===== src/rtl/maxima_spi_tx.sv =====
// Double-buffered, write-only SPI (mode 1) serializer for spectral-maxima frames.
// Define SPI_FRAME_HEADER_EN to prefix every frame with a sequence-counter word.
module maxima_spi_tx #(
  parameter int MAXIMAS_COUNT = 10,
  parameter int WORD_WIDTH    = 9,
  parameter int CLK_DIV       = 4
) (
  input  logic                                clk,
  input  logic                                reset,
  input  logic                                maximas_valid,
  input  logic [MAXIMAS_COUNT*WORD_WIDTH-1:0] maximas,
  output logic                                busy,
  output logic                                frame_done,
  output logic [7:0]                          overflow_count,
  output logic                                mosi,
  output logic                                cs,
  output logic                                sclk
);

`ifdef SPI_FRAME_HEADER_EN
  localparam int HDR_WORDS = 1;
`else
  localparam int HDR_WORDS = 0;
`endif
  localparam int DATA_BITS = MAXIMAS_COUNT * WORD_WIDTH;
  localparam int N         = (MAXIMAS_COUNT + HDR_WORDS) * WORD_WIDTH;
  localparam int CW        = $clog2(CLK_DIV);
  localparam int BW        = $clog2(N);

  typedef enum logic [2:0] {IDLE, START, SHIFT_HI, SHIFT_LO, HOLD, GAP} state_t;

  state_t                state_q, state_d;
  logic [CW-1:0]         cnt_q, cnt_d;
  logic [BW-1:0]         bit_q, bit_d;
  logic                  cs_q, cs_d;
  logic                  sclk_q, sclk_d;
  logic                  mosi_q, mosi_d;
  logic                  fd_q, fd_d;
  logic                  busy_q, busy_d;
  logic                  pend_full_q, pend_full_d;
  logic [7:0]            ovf_q, ovf_d;
  logic [DATA_BITS-1:0]  pend_q, pend_d;
  logic [N-1:0]          sh_q, sh_d;
  logic                  div_done;
  logic                  load;
`ifdef SPI_FRAME_HEADER_EN
  logic [WORD_WIDTH-1:0] seq_q, seq_d;
`endif

  // Entry 0 lands in the top bits so a plain MSB-first shift sends it first.
  function automatic logic [N-1:0] pack_frame(input logic [DATA_BITS-1:0] pos);
    logic [N-1:0] f;
    f = '0;
    for (int k = 0; k < MAXIMAS_COUNT; k++)
      f[N-1-(k+HDR_WORDS)*WORD_WIDTH -: WORD_WIDTH] = pos[k*WORD_WIDTH +: WORD_WIDTH];
    return f;
  endfunction

  function automatic logic [7:0] sat_inc8(input logic [7:0] v);
    return (v == 8'hFF) ? v : v + 8'd1;
  endfunction

  assign div_done = (cnt_q == CW'(CLK_DIV - 1));

  always_comb begin
    state_d     = state_q;
    cnt_d       = cnt_q;
    bit_d       = bit_q;
    cs_d        = cs_q;
    sclk_d      = sclk_q;
    mosi_d      = mosi_q;
    fd_d        = 1'b0;
    pend_d      = pend_q;
    pend_full_d = pend_full_q;
    ovf_d       = ovf_q;
    sh_d        = sh_q;
    load        = 1'b0;
`ifdef SPI_FRAME_HEADER_EN
    seq_d       = seq_q;
`endif
    if (state_q != IDLE)
      cnt_d = div_done ? '0 : cnt_q + 1'b1;

    case (state_q)
      IDLE: begin
        if (pend_full_q) begin
          load        = 1'b1;
          pend_full_d = 1'b0;
          sh_d        = pack_frame(pend_q);
`ifdef SPI_FRAME_HEADER_EN
          sh_d[N-1 -: WORD_WIDTH] = seq_q;
          seq_d = seq_q + 1'b1;
`endif
          cs_d    = 1'b0;
          cnt_d   = '0;
          state_d = START;
        end
      end
      START: begin
        if (div_done) begin
          sclk_d  = 1'b1;
          mosi_d  = sh_q[N-1];
          sh_d    = {sh_q[N-2:0], 1'b0};
          bit_d   = '0;
          state_d = SHIFT_HI;
        end
      end
      SHIFT_HI: begin
        if (div_done) begin
          sclk_d  = 1'b0;
          state_d = (bit_q == BW'(N - 1)) ? HOLD : SHIFT_LO;
        end
      end
      SHIFT_LO: begin
        if (div_done) begin
          sclk_d  = 1'b1;
          mosi_d  = sh_q[N-1];
          sh_d    = {sh_q[N-2:0], 1'b0};
          bit_d   = bit_q + 1'b1;
          state_d = SHIFT_HI;
        end
      end
      HOLD: begin
        if (div_done) begin
          cs_d    = 1'b1;
          mosi_d  = 1'b0;
          fd_d    = 1'b1;
          state_d = GAP;
        end
      end
      GAP: begin
        if (div_done)
          state_d = IDLE;
      end
      default: state_d = IDLE;
    endcase

    // A load frees the pending slot in the same cycle, so a coincident strobe is kept.
    if (maximas_valid) begin
      if (!pend_full_q || load) begin
        pend_d      = maximas;
        pend_full_d = 1'b1;
      end else begin
        ovf_d = sat_inc8(ovf_q);
      end
    end

    busy_d = (state_d != IDLE) | pend_full_d;
  end

  // Control registers
  always_ff @(posedge clk) begin
    if (reset) begin
      state_q     <= IDLE;
      cnt_q       <= '0;
      bit_q       <= '0;
      cs_q        <= 1'b1;
      sclk_q      <= 1'b0;
      mosi_q      <= 1'b0;
      fd_q        <= 1'b0;
      busy_q      <= 1'b0;
      pend_full_q <= 1'b0;
      ovf_q       <= '0;
`ifdef SPI_FRAME_HEADER_EN
      seq_q       <= '0;
`endif
    end else begin
      state_q     <= state_d;
      cnt_q       <= cnt_d;
      bit_q       <= bit_d;
      cs_q        <= cs_d;
      sclk_q      <= sclk_d;
      mosi_q      <= mosi_d;
      fd_q        <= fd_d;
      busy_q      <= busy_d;
      pend_full_q <= pend_full_d;
      ovf_q       <= ovf_d;
`ifdef SPI_FRAME_HEADER_EN
      seq_q       <= seq_d;
`endif
    end
  end

  // Data registers
  always_ff @(posedge clk) begin
    pend_q <= pend_d;
    sh_q   <= sh_d;
  end

  assign busy           = busy_q;
  assign frame_done     = fd_q;
  assign overflow_count = ovf_q;
  assign mosi           = mosi_q;
  assign cs             = cs_q;
  assign sclk           = sclk_q;

endmodule


===== config.mk =====
export PLATFORM = sky130hd
export DESIGN_NAME = maxima_spi_tx
export DESIGN_NICKNAME = d
export VERILOG_FILES = /design/src/rtl/maxima_spi_tx.sv
export SDC_FILE = /design/constraint.sdc
export NUM_CORES = 1
export LEC_CHECK = 0
export ABC_AREA = 1
export BUFFER_PORTS_ARGS = -buffer_cell sky130_fd_sc_hd__buf_2
export CAP_MARGIN = 5
export CELL_PAD_IN_SITES_DETAIL_PLACEMENT = 0
export CELL_PAD_IN_SITES_GLOBAL_PLACEMENT = 2
export CORE_ASPECT_RATIO = 1.2
export CORE_MARGIN = 2
export CORE_UTILIZATION = 34
export DETAILED_ROUTE_END_ITERATION = 6
export PLACE_DENSITY = 0.74
export SYNTH_ARGS = -nofsm -noshare
export SYNTH_HDL_FRONTEND = slang
export SYNTH_SLANG_ARGS = --single-unit

===== constraint.sdc =====
create_clock -name clk -period 5.6 [get_ports clk]
set_input_delay 1.12 -clock clk [delete_from_list [all_inputs] [get_ports clk]]
set_output_delay 1.12 -clock clk [all_outputs]
set_load 0.02 [all_outputs]

# Word level (Yosys, flattened, before mapping)
# Cells that the tools add are included.
# W data, S select, Z words.
word_totals:
  ff_bits: 206
  inputBits: 93
  output_inout_bits: 13
  elab_cells: 82
classes:
  n_addsub: 3
  eq_ne: 14
  muxes: 30
  bitwise_logic: 4
  reduce_logical: 19
ops:
  columns: ["cell", "count"]
  rows:
  - ["$mux W90", 2]
  - ["$pmux W90 S2", 1]
  - ["$mux W3", 6]
  - ["$reduce_and A3 Y1", 6]
  - ["$pmux W3 S5", 1]
  - ["$mux W7", 2]
  - ["$pmux W7 S2", 1]
  - ["$mux W1", 10]
  - ["$ne A2 B2 Y1 const B", 5]
  - ["$reduce_bool A2 Y1", 5]
  - ["$add A8 B1 Y8 const B", 1]
  - ["$eq A8 B8 Y1 const B", 1]
  - ["$mux W2", 4]
  - ["$add A7 B1 Y7 const B", 1]
  - ["$eq A7 B7 Y1 const B", 1]
  - ["$eq A3 B2 Y1 const B", 2]
  - ["$eq A3 B3 Y1 const B", 2]
  - ["$pmux W1 S2", 3]
  - ["$reduce_bool A3 Y1", 2]
  - ["$reduce_or A2 Y1", 2]
  - ["$eq A3 B1 Y1 const B", 1]
  - ["$logic_not A3 Y1", 1]
  - ["$not A1 Y1", 3]
  - ["$add A2 B1 Y2 const B", 1]
  - ["other kinds (6)", 6]

# Longest topological paths before layout
# Gate-level depths: netlist (run 1).
depth:
  depth_word: 6
  depth_mapped: 9

# Worst setup path before layout (run 1)
# No wires, ideal clock.
synth_path:
  kind: "input -> register"
  startpoint: "in maximas_valid"
  endpoint: "reg pend_q[0] (enable)"
  arrival_time_ns: 5.526
  t_required_ns: 5.032
  setup_slack_ns: -0.494
  stages: 2
  n_path_buf: 0
  cell_sequence: "inv_1 -> a21oi_1"
synth_via:
  elab_chain_cells: 1
synth_rtl:
  columns: ["item", "line", "text"]
  rows:
  - ["start: declaration", "10", "input logic maximas_valid,"]
  - ["$reduce_and A2 Y1 (no source line)", null, null]
  - ["end signal: assignment", "186", "pend_q <= pend_d;"]
  - ["end: declaration", "42", "logic [DATA_BITS-1:0] pend_q, pend_d;"]
# No other way between the ends.
# A chain may end at the register's enable or synchronous reset.

# Worst setup path after layout (run 1)
layout_path:
  startpoint: "reg cnt_q[0]"
  endpoint: "reg sh_q[70] (enable)"
layout_via:
  elab_chain_cells: 3
layout_rtl:
  columns: ["item", "line", "text"]
  rows:
  - ["start: declaration", "33", "logic [CW-1:0] cnt_q, cnt_d;"]
  - ["start signal: assignment", "169", "cnt_q <= cnt_d;"]
  - ["$eq A2 B2 Y1", "63", "assign div_done = (cnt_q == CW'(CLK_DIV - 1));"]
  - ["named net div_done", "44", "logic div_done;"]
  - ["$ne A2 B1 Y1 (no source line)", null, null]
  - ["$reduce_and A3 Y1 (no source line)", null, null]
  - ["end signal: assignment", "187", "sh_q <= sh_d;"]
  - ["end: declaration", "43", "logic [N-1:0] sh_q, sh_d;"]
# The timed path passes the listed nets, and every way through them passes these cells.

==> results.yml, run 1 <==
global_routing:
  grt_pass1_vias: 4806
  grt_usage: 0.121
  grt_pass1_wl_um: 23600
  antenna_found_initial: 1
  grt_start_max_net_pins: 92
  grt-ovfl-total: 0
clock_tree:
  cts_root_buf: "clkbuf_16"
  clk_pin_slew_worst_paths_ns: 0.06
  cts.path.max_buffers: 3
  clkLatencyLatePin_ns: 0.50
  tritoncts: "built"
  cts_buffers: 22
  postCtsSetupBuffers: 0
  h-tree-depth: 1
  cts.sinks: 206
  cts_hold_buffers: 0
  cts-resized-gates: 0
detailed_routing:
  drc: 0
  dr.pass1.iters: 6
  drt_iter0_drc: 282
  finalWirelength_um: 14800
  num_vias: 4771
  final_antenna_net_count: 0
  vias_per_cell: 4.49
  routedWlPerCell_um: 14.0
setup_path:
  cp.arrival_ns: 2.66
  startpoint_type: "flip-flop"
  cp_top_family: "buffers and inverters"
  crit_slowest_cell: "buf_4"
  crit_chain: "ha_1, nand2_2, nor2_4, inv_4, nand2_4, buf_4"
  critPathMaxStageDelay_ns: 0.66
  worstPathMaxFanout: 54
  timing.critical_path.buf_inv: 2
  crit_type: "flip-flop to flip-flop"
  end_kind: "flip-flop"
  crit_required_ns: 5.72
place:
  hpwl_um: 9560
  port-buffer-count: 105
  post-place-cells: 1023
  place_area_mm2: 0.00866
  place_congestion: 0.811
  pre_cts_ws_ns: 2.59
power_and_ir_drop:
  p_seq_frac: 0.530
  comb_power_share: 0.058
  netSwitchingFraction: 0.210
  power.internal_mw: 2.71
  power_frac_clock: 0.412
  power_mw: 3.43
  p_sw_mw: 0.720
  p_per_area_mw_per_mm2: 366
  p_leak_nw: 3.87
  ir_drop_mv: 0.217
min_path:
  min_path_type: "flip-flop to flip-flop"
synth:
  syn_avg_cell_area_um2: 11.9
  synth.area.top_cells: "edfxtp_1 69%, nand2_1 15%, dfxtp_1 6.7%"
  synth.distinct_cells: 25
  yosysMostFrequentCell: "nand2_1"
  synth_fp_nets: 751
  syn_area_mm2: 0.00781
  ys_warn_count: 0
  seq_area_frac_synth: 0.758
  ys_ff_latch: 206
  async_flop_share: 0
  synthCells: 654
  synth_edf_count: 180
  yosysTopAreaCellShare: 0.692
  synthFlopType: "edfxtp_1"
  synth_commonest_cells: "314 x nand2_1, 180 x edfxtp_1, 26 x dfxtp_1"
  yosys.area.top_type: "edfxtp_1"
layout:
  nets: 865
  fin_cells: 1063
  fin_area_mm2: 0.00936
  drive_gt1_frac: 0.198
  syn_to_final_growth_pct: 19.8
sta:
  maxSlewHeadroom: 0.382
  setup_ws_ns: 3.05
  fin_crit_sh: 0.455
  period_minus_slack_ns: 2.55
  rsz0062_at_grt: "no"
  fmax_ghz: 0.393
  max_slew.worst_pin.slew_ns: 0.927
  fin_worst_skew_ns: 0.0132
  setup_viol: 0
  slew_viol_final: 0
  hold_violations: 0
  fin_setup_tns_ns: 0
floorplanning:
  rows: 60
  ios: 106
  start_util: 0.347
  die_height_um: 170
  die-width_um: 142
  core_mm2: 0.0225
  die_area_mm2: 0.0242
job:
  maxCapViolCount: 0
outcome:
  status: "completed"
state kept, by name (all words and copies together) (netlist names):
register and flops:
overflow_count 8, sclk 1, state_q 3, pend_q 90, pend_full_q 1, sh_q 90, bit_q 7, cnt_q 2
mosi 1, cs 1, busy 1, frame_done 1
through the flow:
step	utilization	hold WS [ns]
2_1_floorplan	-	0.443
3_3_place_gp	0.385	0.455
3_5_place_dp	0.385	0.472
4_1_cts	0.416	0.479
5_1_grt	0.416	0.505
6_report	0.416	0.474
layout by cell type, fill, tap and decap left out, types with 7 or more instances in the layout:
master | netlist | routed
clkbuf_16 | 0 | 23
edfxtp_1 | 180 | 180
buf_2 | 11 | 105
inv_1 | 24 | 24
nor2_1 | 22 | 21
a21oi_1 | 18 | 17
clkbuf_1 | 8 | 7
o21ai_0 | 8 | 8
nand3_1 | 15 | 15
nand2_1 | 314 | 313
dfxtp_1 | 26 | 26
power by group through the flow:
stage | combinational [mW] | sequential, mW | clock, mW
3_3_place_gp | 0.196 | 1.85 | 0
6_report | 0.197 | 1.82 | 1.41
4_1_cts | 0.204 | 1.82 | 1.46
5_1_grt | 0.228 | 1.82 | 1.52
2_1_floorplan | 0.123 | 1.85 | 0
3_5_place_dp | 0.202 | 1.85 | 0
kinds of logic after synthesis:
logic type      synth area share
compound gates            0.0213
fa+ha+maj                0.00641
simple gates               0.185
xor+xnor                 0.00336
flops                      0.758
buf+inv                   0.0251
path summary, 6_finish.rpt:
check / startpoint / endpoint / slack [ns] / cells after the start
setup / recovery: cnt_q[0] / sh_q[70] / 3.05 / 6
hold / removal: cnt_q[1] / cnt_q[1] / 0.47 / 2
setup reg to reg: cnt_q[0] / sh_q[70] / 3.05 / 6
hold reg to reg: cnt_q[1] / cnt_q[1] / 0.47 / 2
tightest hold or removal path: cells and delay by family, from the launching register on:
kind,cells,cell delay [ns]
DFF,1,0.31
AOI/OAI and AO/OA,1,0.05
and+or+nand+nor,1,0.06
per-layer routing:
layer  vias to the layer above  routed length, um  global-route usage  part of all wire
met5                         -                  0                   0                 0
met2                       114               7170               0.201              0.48
met3                        20                807              0.0259             0.054
met4                         0                248              0.0349             0.017
met1                      2229               6610               0.161              0.45
li1                       2408                  -                   -                 -
final cells by class:
class	count	area [um2]
Clock inverter	8	86.3
Antenna cell	1	2.50
Tap cell	279	349
Inverter	27	104
Sequential cell	206	5930
Multi-Input combinational cell	401	1720
Fill cell	2147	13200
Timing Repair Buffer	110	563
Clock buffer	31	616
Note: power is estimated with default switching activity, not from simulation.
==> run 2, diff against run 1 <==
- ABC_AREA: 1 -> 0
- CORE_UTILIZATION: 34 -> 35
- PLACE_DENSITY: 0.74 -> 0.75
- clock period: 5.6 -> 2.2 ns (I/O delays scaled with it)
==> results.yml, run 2 <==
sta:
  holdWs_ns: 0.117
  setup_viol: 0
  period_minus_slack_ns: 1.87
  rsz0062_at_grt: "no"
  fin_worst_skew_ns: 0.00646
  hold_violations: 0
  fin_crit_sh: 0.849
  slew_viol_final: 0
  maxSlewHeadroom: 0.645
  max_slew.worst_pin.slew_ns: 0.530
  fin_setup_tns_ns: 0
  fmax_ghz: 0.536
setup_path:
  cp.arrival_ns: 2.07
  crit_chain: "or3_4, o21ai_4, buf_12"
  critPathMaxStageDelay_ns: 0.46
  crit_type: "flip-flop to flip-flop"
  cp_top_family: "simple AND/OR/NAND/NOR gates"
  crit_required_ns: 2.40
  startpoint_type: "flip-flop"
  worstPathMaxFanout: 19
  timing.critical_path.buf_inv: 1
  end_kind: "flip-flop"
  crit_slowest_cell: "or3_4"
synth:
  yosysMostFrequentCell: "nand2_1"
  syn_avg_cell_area_um2: 12.6
  seq_area_frac_synth: 0.764
  synthCells: 618
  yosys.area.top_type: "edfxtp_1"
  yosysTopAreaCellShare: 0.697
  syn_area_mm2: 0.00776
  synth_commonest_cells: "281 x nand2_1, 180 x edfxtp_1, 26 x dfxtp_1"
  synth.area.top_cells: "edfxtp_1 70%, nand2_1 14%, dfxtp_1 6.7%"
  synth_fp_nets: 715
  ys_ff_latch: 206
  synth_edf_count: 180
  ys_warn_count: 0
  synthFlopType: "edfxtp_1"
  async_flop_share: 0
  synth.distinct_cells: 43
floorplanning:
  die_height_um: 167
  die_area_mm2: 0.0234
  die-width_um: 140
  rows: 59
  start_util: 0.357
  core_mm2: 0.0217
  ios: 106
global_routing:
  grt_pass1_wl_um: 23300
  grt_pass1_vias: 4725
  grt_usage: 0.122
  grt_start_max_net_pins: 91
  antenna_found_initial: 0
  grt-ovfl-total: 0
layout:
  fin_area_mm2: 0.00946
  regArea_mm2: 0.00593
  nets: 828
  final_cell_mix: "281 x nand2_1, 180 x edfxtp_1, 105 x buf_2"
  fillers: 2066
  diodes: 0
  syn_to_final_growth_pct: 21.9
  multi_input_area_mm2: 0.00176
  final_common_cell: "nand2_1"
  drive_gt1_frac: 0.210
  final_util: 0.436
job:
  maxCapViolCount: 0
detailed_routing:
  final_antenna_net_count: 0
  routedWlPerCell_um: 13.9
  drt_iter0_drc: 247
  dr.pass1.iters: 5
  num_vias: 4626
  finalWirelength_um: 14200
  drc: 0
  vias_per_cell: 4.55
power_and_ir_drop:
  netSwitchingFraction: 0.213
  power_mw: 9.02
  power_frac_clock: 0.402
  p_sw_mw: 1.93
  comb_power_share: 0.078
  p_seq_frac: 0.520
  p_leak_nw: 3.84
  power.internal_mw: 7.10
  p_per_area_mw_per_mm2: 954
  ir_drop_mv: 0.505
place:
  place_congestion: 0.771
  place_area_mm2: 0.00875
  port-buffer-count: 105
  hpwl_um: 9170
min_path:
  min_path_type: "input pin to flip-flop"
outcome:
  status: "completed"
clock_tree:
  clk_pin_slew_worst_paths_ns: 0.06
  cts_hold_buffers: 0
  cts.sinks: 206
  postCtsSetupBuffers: 0
  cts_buffers: 22
  h-tree-depth: 1
  cts_root_buf: "clkbuf_16"
  clkLatencyLatePin_ns: 0.49
  cts.path.max_buffers: 3
  tritoncts: "built"
  cts-resized-gates: 0
-- run 2: cell count changes after synthesis, sizes merged, moves of 7 or more --
cell,change
nand2,-36
inv,-24
clkbuf,+17
nand3,-14
buf,-9
a21oi,-8
nor2,-7
-- run 2: area by class of cell --
class                           count  share of cell area
Sequential cell                   206               0.627
Multi-Input combinational cell    381               0.186
Timing Repair Buffer              117              0.0757
Clock buffer                       27              0.0624
Tap cell                          274              0.0362
Clock inverter                      9              0.0123
Inverter                            3             0.00119
-- run 2: cells by family (layout without fill, tap and decap cells) --
logic type | after synthesis | after routing | synth area share
xor+xnor | 9 | 9 | 0.0102
simple gates | 335 | 335 | 0.177
buf+inv | 31 | 156 | 0.0153
mux | 2 | 2 | 0.00258
flops | 206 | 206 | 0.764
compound gates | 31 | 31 | 0.0250
fa+ha+maj | 4 | 4 | 0.00645
-- run 2: routing by layer --
metal	vias to the layer above	wire (um)	share of wire	GRT usage
met5	-	0	0	0
met1	2132	6390	0.45	0.162
li1	2351	-	-	-
met2	122	6760	0.48	0.201
met3	21	723	0.051	0.0227
met4	0	309	0.022	0.0400
-- run 2: path summary, 6_finish.rpt --
kind,start,end,slack [ns],depth (start not counted)
hold / removal,maximas[67],pend_q[67],0.12,1
setup reg to reg,state_q[0],sh_q[64],0.33,3
hold reg to reg,sclk,sclk,0.49,2
setup / recovery,state_q[0],sh_q[64],0.33,3
-- run 2: through the flow --
step,cells,worst slack (ns)
2_1_floorplan,618,-0.719
3_3_place_gp,981,0.329
3_5_place_dp,981,0.323
4_1_cts,1017,0.298
5_1_grt,1017,0.227
6_report,1017,0.333
-- run 2: power groups by stage --
stage               combinational [mW]  clock (mW)  sequential (mW)
CTS                              0.728        3.75             4.69
global placement                 0.710           0             4.77
floorplan                        0.449           0             4.75
finish                           0.707        3.63             4.69
detailed placement               0.728           0             4.77
global route                     0.817        3.90             4.72
